<file path="src/rtl/id_ex_pipe_reg.sv">
// rtl/id_ex_pipe_reg.sv - decode-to-execute pipeline register with stall, flush and bubble counter
module id_ex_pipe_reg #(
  parameter int DATA_W = 32,
  parameter int CNT_W  = 16
) (
  input  logic              clk,
  input  logic              rst,
  input  logic              stall_e,
  input  logic              flush_e,
  input  logic              valid_d,
  input  logic              reg_write_d,
  input  logic [1:0]        result_src_d,
  input  logic              mem_write_d,
  input  logic              alu_src_d,
  input  logic [2:0]        alu_op_d,
  input  logic              branch_d,
  input  logic              jump_d,
  input  logic [2:0]        funct3_d,
  input  logic              funct7b5_d,
  input  logic [4:0]        rs1_d,
  input  logic [4:0]        rs2_d,
  input  logic [4:0]        rd_d,
  input  logic [DATA_W-1:0] rd1_d,
  input  logic [DATA_W-1:0] rd2_d,
  input  logic [DATA_W-1:0] pc_d,
  input  logic [DATA_W-1:0] pc_plus4_d,
  input  logic [DATA_W-1:0] imm_ext_d,
  output logic              valid_e,
  output logic              reg_write_e,
  output logic [1:0]        result_src_e,
  output logic              mem_write_e,
  output logic              alu_src_e,
  output logic [2:0]        alu_op_e,
  output logic              branch_e,
  output logic              jump_e,
  output logic [2:0]        funct3_e,
  output logic              funct7b5_e,
  output logic [4:0]        rs1_e,
  output logic [4:0]        rs2_e,
  output logic [4:0]        rd_e,
  output logic [DATA_W-1:0] rd1_e,
  output logic [DATA_W-1:0] rd2_e,
  output logic [DATA_W-1:0] pc_e,
  output logic [DATA_W-1:0] pc_plus4_e,
  output logic [DATA_W-1:0] imm_ext_e,
  output logic [CNT_W-1:0]  bubble_cnt
);

  localparam logic [CNT_W-1:0] CNT_MAX = '1;

  logic clear_e;      // load an all-zero bubble
  logic load_e;       // accept the decode slot
  logic count_bubble; // this edge puts a bubble into EX
  logic rd_nonzero;

  // Decide what the next edge does; reset is handled inside the registers.
  always_comb begin
    clear_e      = flush_e;
    load_e       = !flush_e && !stall_e;
    count_bubble = flush_e || (!stall_e && !valid_d);
    rd_nonzero   = (rd_d != 5'd0);
  end

  // Control bits: an invalid slot or a write to x0 must never look like a live write downstream.
  always_ff @(posedge clk) begin
    if (rst || clear_e) begin
      valid_e      <= 1'b0;
      reg_write_e  <= 1'b0;
      result_src_e <= 2'b00;
      mem_write_e  <= 1'b0;
      alu_src_e    <= 1'b0;
      alu_op_e     <= 3'b000;
      branch_e     <= 1'b0;
      jump_e       <= 1'b0;
    end else if (load_e) begin
      valid_e      <= valid_d;
      reg_write_e  <= valid_d & reg_write_d & rd_nonzero;
      result_src_e <= result_src_d;
      mem_write_e  <= valid_d & mem_write_d;
      alu_src_e    <= alu_src_d;
      alu_op_e     <= alu_op_d;
      branch_e     <= valid_d & branch_d;
      jump_e       <= valid_d & jump_d;
    end
  end

  // Instruction fields, register indices, operands and PC values.
  always_ff @(posedge clk) begin
    if (rst || clear_e) begin
      funct3_e   <= 3'b000;
      funct7b5_e <= 1'b0;
      rs1_e      <= 5'd0;
      rs2_e      <= 5'd0;
      rd_e       <= 5'd0;
      rd1_e      <= '0;
      rd2_e      <= '0;
      pc_e       <= '0;
      pc_plus4_e <= '0;
      imm_ext_e  <= '0;
    end else if (load_e) begin
      funct3_e   <= funct3_d;
      funct7b5_e <= funct7b5_d;
      rs1_e      <= rs1_d;
      rs2_e      <= rs2_d;
      rd_e       <= rd_d;
      rd1_e      <= rd1_d;
      rd2_e      <= rd2_d;
      pc_e       <= pc_d;
      pc_plus4_e <= pc_plus4_d;
      imm_ext_e  <= imm_ext_d;
    end
  end

  // Saturating bubble counter; pinned at all-ones so a long run never wraps to a small value.
  always_ff @(posedge clk) begin
    if (rst) begin
      bubble_cnt <= '0;
    end else if (count_bubble && (bubble_cnt != CNT_MAX)) begin
      bubble_cnt <= bubble_cnt + 1'b1;
    end
  end

endmodule

</file>
<file path="config.mk">
export PLATFORM = sky130hd
export DESIGN_NAME = id_ex_pipe_reg
export DESIGN_NICKNAME = d
export VERILOG_FILES = /design/src/rtl/id_ex_pipe_reg.sv
export SDC_FILE = /design/constraint.sdc
export NUM_CORES = 1
export LEC_CHECK = 0
export BUFFER_PORTS_ARGS = -buffer_cell sky130_fd_sc_hd__buf_2
export CORE_AREA = 2 2 154 156
export CTS_BUF_LIST = sky130_fd_sc_hd__clkbuf_8
export DETAILED_ROUTE_END_ITERATION = 10
export DIE_AREA = 0 0 156 158
export HOLD_SLACK_MARGIN = 0.05
export SLEW_MARGIN = 10
export SYNTH_ARGS = -nofsm -noshare
export SYNTH_HDL_FRONTEND = slang
export SYNTH_SLANG_ARGS = --single-unit
</file>
<file path="constraint.sdc">
create_clock -name clk -period 3 [get_ports clk]
set_input_delay 0.15 -clock clk [delete_from_list [all_inputs] [get_ports clk]]
set_output_delay 0.15 -clock clk [all_outputs]
set_load 0.05 [all_outputs]
</file>
# Yosys cells after proc, flatten, opt, wreduce, memory -nomap -nowiden
# Index checks and enable logic that the tools add are counted.
dict set report totals {
  out_inout_bits 206
  ff_bits 206
  inputBits 194
}
dict set report op_classes {
  bitwise_logic 5
  n_eq_ne 1
  add_sub_neg 1
  n_reduce_logical 9
}
# cell count
set ops {}
lappend ops {{adder 16 x 1 -> 16 bit (second input constant)} 1}
lappend ops {{inequality test 16 bit (second input constant)} 1}
lappend ops {{bitwise AND 1 bit} 5}
lappend ops {{nonzero test 5 bit} 1}
lappend ops {{logical AND 1 bit} 3}
lappend ops {{logical NOT 1 bit} 3}
lappend ops {{logical OR 1 bit} 2}

# Depth between registers and ports, before layout
dict set report depth {
  ltp_word 4
  mapped_depth 5
  ltp_nobuf 5
}

# Worst setup path before layout
# No wires, ideal clock.
dict set report synth_path {
  kind {register -> register}
  from {register bubble_cnt[3]}
  to {register bubble_cnt[15]}
  synth_period_minus_slack_ns 1.970
  arrival_time_ns 1.847
  path_stages_with_launch 5
  slack_ns 1.030
  required_time_ns 2.877
  path_cell_list {dfxtp_1 and4_4 nand4_4 nor4_1 mux2_1}
}
dict set report synth_via {
  elab_chain_len 2
  elab_cells_between_ends 3
  classes_between {add/sub: 1; eq/ne: 1; reduce/logical: 1}
}
# element line_no
set synth_rtl {}
lappend synth_rtl {{start, declared} 46} ;# output logic [CNT_W-1:0] bubble_cnt
lappend synth_rtl {{start signal, assigned} 119} ;# bubble_cnt <= bubble_cnt + 1'b1;
lappend synth_rtl {{parallel branches: the longest is 2 deep, another holds adder 16 x 1 -> 16 bit} -}
# Several ways; the timed one is not identified.
# A chain may end at the register's enable or synchronous reset.

# Worst setup path in the final report
dict set report layout_path {
  from {input port rd_d[3]}
  to {register reg_write_e}
}
dict set report layout_via {
  elab_chain_len 2
}
# element line_no
set layout_rtl {}
lappend layout_rtl {{start, declared} 22} ;# input logic [4:0] rd_d,
lappend layout_rtl {{nonzero test 5 bit} 61} ;# rd_nonzero = (rd_d != 5'd0);
lappend layout_rtl {{bitwise AND 1 bit} 77} ;# reg_write_e <= valid_d & reg_write_d & rd_nonzero;
lappend layout_rtl {{end signal, assigned} 77}
lappend layout_rtl {{end, declared} 29} ;# output logic reg_write_e,
# No other way between the ends.

==> reports/qor.txt <==
Setup CP Type: input port to flip-flop
P_sw: 0.00178 W
Synth async-reset ratio: 0%
Clock network fraction of total power: 38.9%
Die Y: 158 um
Slew of the pin with the lowest slew margin: 0.791 ns
Clk buf depth: 3
CTS H-tree depth: 2
Synth Area per Inst: 10.5 sq um
Yosys reg bits: 206
Hold Startpoint: stall_e
Layout cells sized above 1: 34.4%
Die area: 24600 sq um
GRT Total Usage: 18.8%
Global-route wire length before repair: 37200 um
Placed Cells: 1368
WHS Endpoint: rd2_e[5]$_SDFFE_PP0P_
I/O pins: 400
Syn-to-layout area delta: 65.7%
Worst slew margin: 47.2%
Mapped Cells: 720
Routed len/inst: 15.2 um
Crit path required time: 3.40 ns
Worst vdd ir: 366 uV
Setup slack, reg-to-reg: 1.28 ns
Crit path time final: 2.09 ns
Run status: completed
CP dominant cell by count: dlygate4sd3_1
Hold Crit Class: input port to flip-flop
Synth top area share: 54.7%
Synth top area cells: dfxtp_1 55%, mux2i_1 25%, nor2_1 9.7%
Total gr overflow: 0
Die W: 156 um
Synthesized area: 7530 sq um
Max-cap violations: 0
Setup violators final: 0
Commonest cells post-synth: 206 x dfxtp_1, 195 x nor2_1, 186 x mux2i_1, 29 x buf_2, 16 x clkbuf_1
Post-cts repair resize count: 0
Fin cells: 1631
Reg-to-reg endpoint: bubble_cnt[13]$_SDFFE_PP0P_
Combinational power share: 16.5%
Vias after detailed routing: 7461
Critical path, cell by cell: dlygate4sd3_1 > buf_2 > nor2_1 > nand2_1 > nand4_1 > dlygate4sd3_1 > a21oi_1 > dlygate4sd3_1
Clock skew: 0.00869 ns
Initial antenna violation count: 0
Clock latency on the worst-skew pair: 0.51 ns
I/O Buffers: 399
Main synth FF type: dfxtp_1
Slowest cell on the critical path: dlygate4sd3_1
Initial Util: 32.7%
RSZ-0062 raised after global routing: no
Setup crit start kind: input port
Pleak: 6.36 nW
Num rows: 56
Clk pin slew, worst setup/hold paths: 0.06 ns
Net Count, Synth: 915
Root buffer cell: clkbuf_8
Critical Path AT: 2.49 ns
Post-route ant nets: 0
Seq/Total Area, Yosys: 54.7%
WP buf/inv: 4
Fmax: 479 MHz
Reg power frac: 44.5%
Reg-to-reg startpoint: bubble_cnt[2]$_SDFFE_PP0P_
Vias per inst: 4.57
Core ar.: 23100 sq um
CTS sink count: 206
Num CTS Buffers: 37
Final Util: 54.1%
Crit path max fanout: 2
ANT cells: 0
GP Congestion: 0.768
DP Wirelength: 15200 um
Power Density: 516 nW/um^2
EDFF count, synth: 0
Nets: 1513
Max stage delay on crit path: 0.57 ns
Routed wire length: 24900 um
TNS Setup: 0 ns
Most numerous cell in the Yosys netlist: dfxtp_1
Most area-hungry cell type in the Yosys netlist: dfxtp_1
Switching part of the total: 27.7%
Period utilization: 69.5%
Cell family contributing the most delay on the critical path: buffers and inverters
Final hold violation count: 0
Yosys warns: 0
Vias in the first global route: 7501
Largest net degree at the start of global routing: 120
Unique masters post-synth: 33
Slew Limit Fails: 0
CP Capture Type: flip-flop
Initial DRT Pass Iterations: 4
CTS tree: yes
Hold path depth: 3
Reg2Reg Depth: 4
DRC: 0
Pint: 0.00466 W
DRC marker count from the first detailed-route iteration: 308
cell families after synthesis:
group | count (synthesis) | synth area share, %
flops | 206 | 54.7
mux | 190 | 25.3
compound gates | 32 | 2.59
fa+ha+maj | 1 | 0.166
buf+inv | 48 | 2.87
simple gates | 243 | 14.3
worst max-delay path by stage:
stage / slack [ns] / cells past startpoint / to / from
2_1_floorplan: 1.03 / 4 / bubble_cnt[15]$_SDFFE_PP0P_ / bubble_cnt[3]$_SDFFE_PP0P_
6_report: 0.91 / 8 / reg_write_e$_SDFFE_PP0P_ / rd_d[3]
3_5_place_dp: 1.24 / 4 / pc_plus4_e[22]$_SDFFE_PP0P_ / stall_e
5_1_grt: 0.82 / 8 / reg_write_e$_SDFFE_PP0P_ / rd_d[3]
4_1_cts: 0.88 / 8 / reg_write_e$_SDFFE_PP0P_ / rd_d[3]
3_3_place_gp: 1.26 / 4 / pc_plus4_e[1]$_SDFFE_PP0P_ / stall_e
cell usage in the layout, fill, tap and decap left out, types with 3 or more instances in the layout:
cell type	netlist	routed
nor2b_1	4	4
or4_1	4	4
buf_12	0	3
o31ai_1	5	5
nor3_1	4	4
buf_2	29	398
clkbuf_8	0	43
or3_1	5	5
nand2_1	6	6
a21oi_1	15	15
nand4_1	4	4
dlygate4sd3_1	0	201
dfxtp_1	206	206
nor2_1	195	195
nand3_1	7	7
inv_1	3	18
o21ai_0	7	7
mux2i_1	186	186
mux2_1	4	4
sequential cells by signal, indices dropped and copies added, names as in the netlist, 16 cells and up:
register    flops
imm_ext_e      32
pc_e           32
pc_plus4_e     32
bubble_cnt     16
rd2_e          32
rd1_e          32
per-layer routing:
metal	share of wire [%]	vias to the layer above	global-route usage [%]	routed length (um)
li1	-	3650	-	-
met1	39	3455	20.2	9600
met4	3.7	0	8.56	928
met3	6.8	78	5.86	1690
met2	51	278	33.9	12600
met5	0	-	0	0
timing repair:
| item | in CTS | in global routing |
|---|---|---|
| hold buffers | 201 | 0 |
| endpoints found under the hold margin | 194 | 0 |
| setup buffers | 0 | 0 |
power by group through the flow:
stage | combinational (W) | clock, W | sequential [W]
2_1_floorplan | 0.000282 | 0 | 0.00322
3_3_place_gp | 0.000847 | 0 | 0.00292
3_5_place_dp | 0.000850 | 0 | 0.00293
4_1_cts | 0.00105 | 0.00258 | 0.00287
5_1_grt | 0.00113 | 0.00272 | 0.00288
6_report | 0.00107 | 0.00251 | 0.00287
worst reg2reg max path: stages, from the launching register on:
cell     delay, ns
dfxtp_1       0.45
and3_2        0.29
nand4_4       0.15
nor4b_1       0.35
mux2_1        0.35
layout make-up:
class,count,area [sq um]
Tap cell,290,363
Clock inverter,19,108
Sequential cell,206,4120
Fill cell,2015,10600
Multi-Input combinational cell,466,3200
Timing Repair Buffer,604,4090
Inverter,3,11.3
Clock buffer,43,592
per-stage QoR:
| stage | setup slack [ns] | power [W] | instance area (sq um) | hold WS [ns] |
|---|---|---|---|---|
| final | 0.914 | 0.00644 | 12500 | 0.147 |
| after global placement | 1.26 | 0.00377 | 9770 | 0.376 |
| after CTS | 0.879 | 0.00650 | 12500 | 0.155 |
| after detailed placement | 1.24 | 0.00378 | 9770 | 0.386 |
| after floorplan | 1.03 | 0.00350 | 7530 | 0.286 |
| after global routing | 0.819 | 0.00673 | 12500 | 0.159 |
Power figures use the tool's default switching activity.
